[src/rtl/scope_cmd_rx_pkg.sv]
// Shared constants, state types and helpers for the scope command receiver.
// CMD_CHECKSUM_EN adds a trailing XOR checksum state (CHK) to the parser.
package scope_cmd_rx_pkg;

    localparam logic [7:0]  HDR_BYTE       = 8'hA5;
    localparam logic [7:0]  CMD_INTERVAL   = 8'h01;
    localparam logic [7:0]  CMD_TRIG       = 8'h02;
    localparam logic [7:0]  CMD_RUN        = 8'h03;
    localparam logic [31:0] INTERVAL_RESET = 32'd2_700_000;
    localparam logic [31:0] INTERVAL_MIN   = 32'd16;
    localparam logic [7:0]  TRIG_RESET     = 8'h80;

    typedef enum logic [1:0] {
        IDLE,
        START,
        DATA,
        STOP
    } rxState_t;

    typedef enum logic [2:0] {
        HDR,
        CMD,
        D0,
        D1,
        D2,
        D3
`ifdef CMD_CHECKSUM_EN
        , CHK
`endif
    } parseState_t;

    // Intervals shorter than the minimum would starve the ADC sender.
    function automatic logic [31:0] clampInterval(input logic [31:0] value);
        return (value < INTERVAL_MIN) ? INTERVAL_MIN : value;
    endfunction

endpackage

[src/rtl/scope_cmd_rx_uart_rx_byte.sv]
// 8N1 UART byte receiver: two-flop synchroniser, mid-bit sampling, stop-bit check.
module uart_rx_byte
    import scope_cmd_rx_pkg::*;
#(
    parameter int unsigned DELAY_FRAMES = 234
) (
    input  logic       clk,
    input  logic       rst_n,
    input  logic       uart_rx,
    output logic [7:0] rxByte,
    output logic       rxValid,
    output logic       stopErr
);

    localparam int unsigned CNT_W    = $clog2(DELAY_FRAMES);
    localparam int unsigned HALF_CNT = DELAY_FRAMES / 2;

    logic [1:0]       rxSync;
    logic             rxPrev;
    logic             rxLine;
    rxState_t         state;
    logic [CNT_W-1:0] cnt;
    logic [2:0]       bitIdx;
    logic [7:0]       shiftReg;

    assign rxLine = rxSync[1];

    always_ff @(posedge clk or negedge rst_n) begin
        if (!rst_n) begin
            rxSync   <= 2'b11;
            rxPrev   <= 1'b1;
            state    <= IDLE;
            cnt      <= '0;
            bitIdx   <= '0;
            shiftReg <= '0;
            rxByte   <= '0;
            rxValid  <= 1'b0;
            stopErr  <= 1'b0;
        end else begin
            rxSync  <= {rxSync[0], uart_rx};
            rxPrev  <= rxLine;
            rxValid <= 1'b0;
            stopErr <= 1'b0;
            case (state)
                IDLE: begin
                    if (rxPrev && !rxLine) begin
                        state <= START;
                        cnt   <= '0;
                    end
                end
                // Re-check mid start bit so short glitches are dropped silently.
                START: begin
                    if (cnt == CNT_W'(HALF_CNT - 1)) begin
                        cnt    <= '0;
                        bitIdx <= '0;
                        state  <= rxLine ? IDLE : DATA;
                    end else begin
                        cnt <= cnt + CNT_W'(1);
                    end
                end
                DATA: begin
                    if (cnt == CNT_W'(DELAY_FRAMES - 1)) begin
                        cnt      <= '0;
                        shiftReg <= {rxLine, shiftReg[7:1]};
                        if (bitIdx == 3'd7) begin
                            state <= STOP;
                        end else begin
                            bitIdx <= bitIdx + 3'd1;
                        end
                    end else begin
                        cnt <= cnt + CNT_W'(1);
                    end
                end
                STOP: begin
                    if (cnt == CNT_W'(DELAY_FRAMES - 1)) begin
                        cnt   <= '0;
                        state <= IDLE;
                        if (rxLine) begin
                            rxByte  <= shiftReg;
                            rxValid <= 1'b1;
                        end else begin
                            stopErr <= 1'b1;
                        end
                    end else begin
                        cnt <= cnt + CNT_W'(1);
                    end
                end
                default: state <= IDLE;
            endcase
        end
    end

endmodule

[src/rtl/scope_cmd_rx.sv]
// Scope command receiver: UART bytes framed as A5 CMD D0..D3 set interval/trigger/run.
// Define CMD_CHECKSUM_EN to require a trailing XOR checksum byte on every frame.
module scope_cmd_rx
    import scope_cmd_rx_pkg::*;
#(
    parameter int unsigned DELAY_FRAMES = 234,
    parameter int unsigned TIMEOUT_BITS = 40
) (
    input  logic        clk,
    input  logic        rst_n,
    input  logic        uart_rx,
    output logic [7:0]  rx_byte,
    output logic        rx_valid,
    output logic [31:0] interval,
    output logic [7:0]  trig_level,
    output logic        run,
    output logic        cmd_valid,
    output logic        frame_err
);

    localparam int unsigned TIMEOUT_CYCLES = TIMEOUT_BITS * DELAY_FRAMES;
    localparam int unsigned TO_W           = $clog2(TIMEOUT_CYCLES);
`ifdef CMD_CHECKSUM_EN
    localparam int unsigned PL_W = 32;
`else
    localparam int unsigned PL_W = 24;
`endif

    logic              stopErr;
    parseState_t       pState;
    logic [7:0]        cmdReg;
    logic [PL_W-1:0]   payload;
    logic [TO_W-1:0]   idleCnt;
    logic              frameDone_c;
    logic              chkOk_c;
    logic [31:0]       finalPayload_c;

    uart_rx_byte #(
        .DELAY_FRAMES(DELAY_FRAMES)
    ) uRx (
        .clk     (clk),
        .rst_n   (rst_n),
        .uart_rx (uart_rx),
        .rxByte  (rx_byte),
        .rxValid (rx_valid),
        .stopErr (stopErr)
    );

`ifdef CMD_CHECKSUM_EN
    logic [7:0] chkAcc;

    // Running XOR restarts on the command byte so header bytes never contribute.
    always_ff @(posedge clk or negedge rst_n) begin
        if (!rst_n) begin
            chkAcc <= '0;
        end else if (rx_valid) begin
            chkAcc <= (pState == CMD) ? rx_byte : (chkAcc ^ rx_byte);
        end
    end
`endif

    // Frame completion and the payload that completes it.
    always_comb begin
`ifdef CMD_CHECKSUM_EN
        frameDone_c    = rx_valid && (pState == CHK);
        chkOk_c        = (rx_byte == chkAcc);
        finalPayload_c = payload;
`else
        frameDone_c    = rx_valid && (pState == D3);
        chkOk_c        = 1'b1;
        finalPayload_c = {payload, rx_byte};
`endif
    end

    always_ff @(posedge clk or negedge rst_n) begin
        if (!rst_n) begin
            pState     <= HDR;
            cmdReg     <= '0;
            payload    <= '0;
            idleCnt    <= '0;
            interval   <= INTERVAL_RESET;
            trig_level <= TRIG_RESET;
            run        <= 1'b0;
            cmd_valid  <= 1'b0;
            frame_err  <= 1'b0;
        end else begin
            cmd_valid <= 1'b0;
            frame_err <= 1'b0;

            if (pState == HDR || rx_valid) begin
                idleCnt <= '0;
            end else begin
                idleCnt <= idleCnt + TO_W'(1);
            end

            if (stopErr) begin
                pState    <= HDR;
                frame_err <= 1'b1;
            end else if (rx_valid) begin
                // A5 seen past HDR is ordinary data; only HDR looks for the header.
                case (pState)
                    HDR: begin
                        if (rx_byte == HDR_BYTE) begin
                            pState <= CMD;
                        end
                    end
                    CMD: begin
                        cmdReg <= rx_byte;
                        pState <= D0;
                    end
                    D0: begin
                        payload <= {payload[PL_W-9:0], rx_byte};
                        pState  <= D1;
                    end
                    D1: begin
                        payload <= {payload[PL_W-9:0], rx_byte};
                        pState  <= D2;
                    end
                    D2: begin
                        payload <= {payload[PL_W-9:0], rx_byte};
                        pState  <= D3;
                    end
                    D3: begin
                        payload <= {payload[PL_W-9:0], rx_byte};
`ifdef CMD_CHECKSUM_EN
                        pState  <= CHK;
`else
                        pState  <= HDR;
`endif
                    end
                    default: pState <= HDR;
                endcase

                if (frameDone_c) begin
                    if (!chkOk_c) begin
                        frame_err <= 1'b1;
                    end else begin
                        case (cmdReg)
                            CMD_INTERVAL: begin
                                interval  <= clampInterval(finalPayload_c);
                                cmd_valid <= 1'b1;
                            end
                            CMD_TRIG: begin
                                trig_level <= finalPayload_c[7:0];
                                cmd_valid  <= 1'b1;
                            end
                            CMD_RUN: begin
                                run       <= finalPayload_c[0];
                                cmd_valid <= 1'b1;
                            end
                            default: frame_err <= 1'b1;
                        endcase
                    end
                end
            end else if (pState != HDR && idleCnt == TO_W'(TIMEOUT_CYCLES - 1)) begin
                pState    <= HDR;
                frame_err <= 1'b1;
            end
        end
    end

endmodule

[config.mk]
export PLATFORM = sky130hd
export DESIGN_NAME = scope_cmd_rx
export DESIGN_NICKNAME = d
export VERILOG_FILES = /design/src/rtl/scope_cmd_rx_pkg.sv /design/src/rtl/scope_cmd_rx_uart_rx_byte.sv /design/src/rtl/scope_cmd_rx.sv
export SDC_FILE = /design/constraint.sdc
export NUM_CORES = 1
export LEC_CHECK = 0
export BUFFER_PORTS_ARGS = -buffer_cell sky130_fd_sc_hd__buf_2
export CAP_MARGIN = 20
export CORE_MARGIN = 2
export CORE_UTILIZATION = 47
export DETAILED_ROUTE_END_ITERATION = 8
export PLACE_DENSITY_LB_ADDON = 0.3
export SLEW_MARGIN = 20
export SYNTH_ARGS = -nofsm -noshare
export SYNTH_HDL_FRONTEND = slang
export SYNTH_SLANG_ARGS = --single-unit
[constraint.sdc]
create_clock -name clk -period 2.4 [get_ports clk]
set_clock_uncertainty 0.2 [all_clocks]
set_input_delay 0.48 -clock clk [delete_from_list [all_inputs] [get_ports clk]]
set_output_delay 0.48 -clock clk [all_outputs]
set_load 0.005 [all_outputs]
==> impl_metrics.py, run 1 <==
metrics = {
    "placed_design": {
        "buffer_ports.inserted": 54,
        "routabilityCongestion": 0.789,
        "place_worst_setup_slack_ns": 0.134,
        "estimated_wirelength_of_the_detail_placed_design_um": 7390,
    },
    "yosys": {
        "yosys_warnings": 0,
        "synth_area_leader_cell": "sky130_fd_sc_hd__dfrtp_1",
        "syn_nets": 418,
        "flip_flop_and_latch_count_after_synthesis": 126,
        "syn_area_per_cell_um2": 13.4,
        "synth_ff_type": "sky130_fd_sc_hd__dfrtp_1",
        "synth.lib_cells_used.distinct": 52,
        "synthesis.instances": 409,
        "synthesis.area_um2": 5480,
        "ys_async_sr_fraction_pct": 100,
        "synth_edf_count": 0,
        "sequential_fraction_of_the_synthesis_area_pct": 57.9,
        "synth_top_area_share_pct": 51.6,
        "netlist_top_cells_area": "sky130_fd_sc_hd__dfrtp_1 52%, sky130_fd_sc_hd__mux2_2 13%, sky130_fd_sc_hd__mux2_4 6.9%",
    },
    "clock_tree": {
        "cts_num_sinks": 126,
        "clkSlewWorstSetupHoldPaths_ns": 0.06,
        "cts_buffer_depth": 2,
        "cts_tree": "built",
        "clock_insertion_delay_worst_skew_ns": 0.41,
        "root_driver": "sky130_fd_sc_hd__clkbuf_16",
        "cts_htree_levels": 4,
        "resize_count_post_cts": 0,
        "cts_inserted_buffers": 17,
    },
    "flow_run": {
        "maximum_capacitance_violations": 0,
    },
    "sta": {
        "final.setup.worst_slack_ns": 0.127,
        "share_of_the_cycle_needed_by_the_critical_path_after_routing_pct": 94.7,
        "slew_of_the_pin_with_the_lowest_slew_margin_ns": 0.627,
        "fin_setup_tns_ns": 0,
        "clock.fmax_mhz": 440,
        "hold_ws_ns": 0.156,
        "final_max_slew_viol_count": 0,
        "min_period_ns": 2.27,
        "grt_setup_unrepaired": "no",
        "final_hold_violation_count": 0,
        "slew_headroom_pct": 58.1,
        "report.final.setup_viol": 0,
    },
    "power": {
        "irDropWorstVdd_v": 0.000684,
        "power_density_nw_per_um2": 796,
        "leakage_nw": 3.36,
    },
    "critical_path": {
        "critical_path.startpoint": "cmdReg[3]",
        "maximum_single_stage_delay_on_the_critical_path_ns": 0.45,
        "criticalPathCategory": "flip-flop to flip-flop",
        "critical_path.startpoint_type": "flip-flop",
        "worst-r2r-cell-count": 5,
        "worst_path_cell_chain": "nor4_4 > nand4_4 > or3_2 > buf_4 > mux2_4",
        "crit_required_ns": 2.49,
        "worst_r2r_startpoint": "cmdReg[3]",
        "crit_arrival_ns": 2.36,
        "path_max_fanout": 17,
        "timing.critical_path.to_type": "flip-flop",
        "critical_path.slowest_cell": "sky130_fd_sc_hd__or3_2",
    },
    "floorplan": {
        "die_w_um": 112,
        "placementRows": 39,
        "boundaryPins": 55,
        "design.die.area_um2": 12500,
        "chipHeight_um": 112,
        "floorplan.initialDensity_pct": 48.2,
        "floorplan.core_area_um2": 11400,
    },
    "grt": {
        "globalRouteTotalUtil_pct": 18.5,
        "wire_length_of_the_first_global_routing_pass_um": 18300,
        "maximum_number_of_pins_on_one_net_before_global_route_repair": 38,
        "grt_overflow": 0,
        "grt_pass1_vias": 3540,
        "antenna_violations_before_repair": 0,
    },
    "layout": {
        "syn2layout_area_growth_pct": 21.6,
        "seq_area_um2": 3170,
        "post-route-util_pct": 58.6,
        "multiInputGateArea_um2": 2180,
        "fillers": 891,
        "post_route_cells_drive_above_1_share_pct": 42.0,
        "n_antenna_cell": 0,
        "layout_common_cells": "113 x sky130_fd_sc_hd__dfrtp_1, 61 x sky130_fd_sc_hd__mux2_2, 53 x sky130_fd_sc_hd__buf_2",
        "mostFrequentLayoutCell": "sky130_fd_sc_hd__dfrtp_1",
        "final_net_count": 498,
    },
    "drt": {
        "vias_per_cell": 5.30,
        "route.layer.met1.wl_um": 5170,
        "detailedRoute.firstIterationViolations": 169,
        "antenna_left": 0,
        "top_layer_used_by_detailed_routing": "met4",
        "via_count": 3417,
        "route.met2.wl_um": 4890,
        "route.detailed.drc": 0,
        "firstDrtPassIters": 4,
        "detail_route.wirelength_um": 10600,
        "routedWlPerCell_um": 16.5,
        "detailroute.wirelength.met3_um": 504,
    },
    "worst_hold_path": {
        "timing.hold.worst_path_depth": 0,
        "hp-start": "uRx.rxSync[0]",
        "timing.hold.worst.class": "flip-flop to flip-flop",
    },
    "run_status": {
        "status": "completed",
    },
}
## worst max-delay path: cells and delay by family (launching register included)
| kind | cells | cell delay [ns] |
|---|---|---|
| buf+inv | 1 | 0.25 |
| mux | 1 | 0.33 |
| simple gates | 3 | 0.96 |
| flops | 1 | 0.41 |
## layer usage
metal	vias to the layer above	global-route usage (%)
li1	1628	-
met1	1710	26.1
met2	73	28.4
met3	6	5.66
met4	0	4.39
met5	-	0
## metrics by stage
stage / cells / instance area, um2 / total power [mW]
after floorplan: 409 / 5480 / 2.42
after global placement: 611 / 5990 / 2.52
after detailed placement: 611 / 5990 / 2.54
after CTS: 645 / 6660 / 5.35
after global routing: 645 / 6660 / 5.51
final: 645 / 6660 / 5.30
## area by class of cell
class / instances / area share, %
well taps: 143 / 2.69
clock inverters: 10 / 2.76
flip-flops and latches: 126 / 47.6
clock buffers: 22 / 6.97
repair buffers: 74 / 6.61
inverters: 12 / 0.676
multi-input cells: 258 / 32.7
## Yosys cell counts (2+ instances only)
cell type	n
sky130_fd_sc_hd__a211oi_1	2
sky130_fd_sc_hd__a21oi_1	4
sky130_fd_sc_hd__a22o_1	4
sky130_fd_sc_hd__and2_1	2
sky130_fd_sc_hd__and3_1	4
sky130_fd_sc_hd__and4_1	4
sky130_fd_sc_hd__and4b_1	2
sky130_fd_sc_hd__buf_2	6
sky130_fd_sc_hd__buf_6	4
sky130_fd_sc_hd__clkbuf_1	3
sky130_fd_sc_hd__dfrtp_1	113
sky130_fd_sc_hd__dfstp_2	13
sky130_fd_sc_hd__ha_1	6
sky130_fd_sc_hd__inv_1	12
sky130_fd_sc_hd__mux2_2	61
sky130_fd_sc_hd__mux2_4	25
sky130_fd_sc_hd__nand2_1	27
sky130_fd_sc_hd__nand3_1	6
sky130_fd_sc_hd__nand4_1	6
sky130_fd_sc_hd__nor2_1	24
sky130_fd_sc_hd__nor2b_1	6
sky130_fd_sc_hd__nor3_1	8
sky130_fd_sc_hd__nor4_1	9
sky130_fd_sc_hd__nor4bb_1	2
sky130_fd_sc_hd__o211ai_1	2
sky130_fd_sc_hd__o21ai_0	11
sky130_fd_sc_hd__o22ai_1	5
sky130_fd_sc_hd__or2_2	2
sky130_fd_sc_hd__or3_1	2
sky130_fd_sc_hd__xnor2_1	7
sky130_fd_sc_hd__xor2_1	6
## cell families (layout without fill, tap and decap cells)
kind of cell	count (synthesis)	count (layout)	share of synthesized area [%]
xor gates and xnor gates	13	13	2.08
buffers and inverters	25	118	2.40
and+or+nand+nor	115	115	12.1
adders and majority gates	6	6	1.37
DFF	126	126	57.9
AOI/OAI and AO/OA	38	38	4.80
muxes	86	86	19.4
## power breakdown
group          total (mW)  internal, mW  switching [mW]
sequential           2.26          2.18          0.0785
combinational       0.234        0.0957           0.139
clock                2.80          1.90           0.904
## final timing paths
| check | end | slack, ns |
|---|---|---|
| hold / removal | uRx.rxSync[1] | 0.16 |
| max in group asynchronous | cmdReg[5] | 0.91 |
| setup / recovery | interval[11] | 0.13 |
| min in group asynchronous | uRx.state[0] | 0.38 |
| setup reg to reg | interval[11] | 0.13 |
| hold reg to reg | uRx.rxSync[1] | 0.16 |
## what timing repair did
action / CTS / global route
hold buffers: 2 / 0
buffers inserted: 0 / 0
endpoints found under the hold margin: 26 / 0
## flip-flops by register name, indices dropped and copies added, names as in the netlist, 8 cells and up, named ones only
name	flops
uRx.cnt	8
trig_level	8
uRx.shiftReg	8
cmdReg	8
payload	24
uRx.rxByte	8
interval	32
idleCnt	14
Note: power is estimated with default switching activity, not from simulation.
==> run 2, diff against run 1 <==
- PLACE_DENSITY: unset -> 0.71
- PLACE_DENSITY_LB_ADDON: 0.3 -> unset
==> impl_metrics.py, run 2 (synthesis results as in run 1) <==
metrics = {
    "floorplan": {
        "design.die.area_um2": 12500,
        "chipHeight_um": 112,
        "die_w_um": 112,
        "floorplan.core_area_um2": 11400,
        "boundaryPins": 55,
        "placementRows": 39,
        "floorplan.initialDensity_pct": 48.2,
    },
    "critical_path": {
        "timing.critical_path.to_type": "flip-flop",
        "crit_required_ns": 2.49,
        "path_max_fanout": 19,
        "criticalPathCategory": "flip-flop to flip-flop",
        "critical_path.startpoint_type": "flip-flop",
        "crit_arrival_ns": 2.39,
    },
    "layout": {
        "largest_registers": "interval x32, payload x24, idleCnt x14",
        "final_net_count": 496,
        "top_register": "interval",
        "layout_common_cells": "113 x sky130_fd_sc_hd__dfrtp_1, 61 x sky130_fd_sc_hd__mux2_2, 53 x sky130_fd_sc_hd__buf_2",
        "post_route_cells_drive_above_1_share_pct": 42.0,
        "largest_register_ff_count": 32,
        "fillers": 909,
        "n_antenna_cell": 0,
        "syn2layout_area_growth_pct": 20.3,
        "mostFrequentLayoutCell": "sky130_fd_sc_hd__dfrtp_1",
    },
    "drt": {
        "vias_per_cell": 5.42,
        "detail_route.wirelength_um": 11000,
        "via_count": 3483,
        "detailedRoute.firstIterationViolations": 135,
        "route.detailed.drc": 0,
        "antenna_left": 0,
        "routedWlPerCell_um": 17.1,
        "firstDrtPassIters": 4,
    },
    "power": {
        "irDropWorstVdd_v": 0.000546,
        "leakage_nw": 3.32,
        "power.switching_fraction_pct": 22.8,
        "comb_power_share_pct": 5.0,
        "post-layout-total-power_mw": 5.00,
        "clockPowerShare_pct": 49.8,
        "power_density_nw_per_um2": 758,
        "p_seq_share_pct": 45.2,
        "power.switching_mw": 1.14,
        "p_int_mw": 3.86,
    },
    "clock_tree": {
        "clkSlewWorstSetupHoldPaths_ns": 0.06,
        "cts_buffer_depth": 2,
        "cts_tree": "built",
        "post_cts.repair.setup_buffers": 0,
        "cts_htree_levels": 4,
        "cts_inserted_buffers": 17,
        "root_driver": "sky130_fd_sc_hd__clkbuf_16",
        "clock_insertion_delay_worst_skew_ns": 0.42,
        "cts_num_sinks": 126,
    },
    "worst_hold_path": {
        "timing.hold.worst.class": "flip-flop to flip-flop",
    },
    "sta": {
        "fin_setup_tns_ns": 0,
        "final_hold_violation_count": 0,
        "clock.fmax_mhz": 436,
        "grt_setup_unrepaired": "no",
        "share_of_the_cycle_needed_by_the_critical_path_after_routing_pct": 95.5,
        "final_max_slew_viol_count": 0,
        "hold_ws_ns": 0.154,
        "slew_headroom_pct": 59.0,
        "report.final.setup_viol": 0,
        "min_period_ns": 2.29,
        "slew_of_the_pin_with_the_lowest_slew_margin_ns": 0.614,
    },
    "grt": {
        "grt_overflow": 0,
        "grt_pass1_vias": 3519,
        "globalRouteTotalUtil_pct": 18.6,
        "antenna_violations_before_repair": 0,
        "wire_length_of_the_first_global_routing_pass_um": 18400,
        "maximum_number_of_pins_on_one_net_before_global_route_repair": 50,
    },
    "run_status": {
        "status": "completed",
    },
    "placed_design": {
        "buffer_ports.inserted": 54,
        "estimated_wirelength_of_the_detail_placed_design_um": 7400,
        "routabilityCongestion": 0.774,
    },
    "flow_run": {
        "maximum_capacitance_violations": 0,
    },
}
## run 2: cell count changes in the layout (fill, tap and decap cells not counted), sizes merged
cell / delta
buf: -2
clkinvlp: +3
inv: -1
clkinv: +2
bufinv: -3
clkbuf: -1
## run 2: critical path, stage by stage (launching register included)
cell and delay, ns:
sky130_fd_sc_hd__dfrtp_1 0.40, sky130_fd_sc_hd__nor4_4 0.35, sky130_fd_sc_hd__nand4_4 0.17, sky130_fd_sc_hd__or3_2 0.45
sky130_fd_sc_hd__buf_4 0.25, sky130_fd_sc_hd__mux2_4 0.34
## run 2: power groups by stage
stage | clock network (mW) | registers [mW] | logic [mW]
floorplan | 0 | 2.28 | 0.148
global placement | 0 | 2.29 | 0.228
detailed placement | 0 | 2.29 | 0.250
CTS | 2.53 | 2.26 | 0.254
global route | 2.61 | 2.27 | 0.287
finish | 2.49 | 2.26 | 0.250
## run 2: timing repair
item	in CTS	in global routing
hold buffers	2	0
resized for setup	0	0
hold endpoints to repair	21	0
endpoints found under the setup margin	0	0
## run 2: layout make-up
class / count / area, um2 / share of cell area, %
Inverter: 12 / 45.0 / 0.684
Sequential cell: 126 / 3170 / 48.1
Clock inverter: 11 / 118 / 1.79
Clock buffer: 21 / 460 / 6.99
Tap cell: 143 / 179 / 2.72
Timing Repair Buffer: 72 / 438 / 6.65
Multi-Input combinational cell: 258 / 2180 / 33.1
## run 2: final timing paths
check,startpoint,end,slack (ns),cells after the start
hold reg to reg,uRx.rxSync[0],uRx.rxSync[1],0.15,0
setup reg to reg,cmdReg[3],interval[8],0.11,5
min in group asynchronous,rst_n,uRx.cnt[4],0.31,2
max in group asynchronous,rst_n,uRx.rxPrev,1.04,3
setup / recovery,cmdReg[3],interval[8],0.11,5
hold / removal,uRx.rxSync[0],uRx.rxSync[1],0.15,0
## run 2: metal layers
metal	wire, um	global-route usage (%)	vias up	share of wire (%)
met5	0	0	-	0
li1	-	-	1630	-
met4	126	5.69	0	1.1
met1	5260	26.4	1773	48
met2	5140	28.3	65	47
met3	437	5.01	15	4.0
## run 2: through the flow
| stage | cell area, um2 | setup WS (ns) | cells | utilization (%) |
|---|---|---|---|---|
| finish | 6590 | 0.108 | 643 | 57.9 |
| global route | 6590 | 0.0289 | 643 | 57.9 |
| CTS | 6590 | 0.0921 | 643 | 57.9 |
| detailed placement | 5990 | 0.107 | 609 | 52.7 |
| global placement | 5990 | 0.157 | 609 | 52.7 |
| floorplan | 5480 | 0.305 | 409 | - |
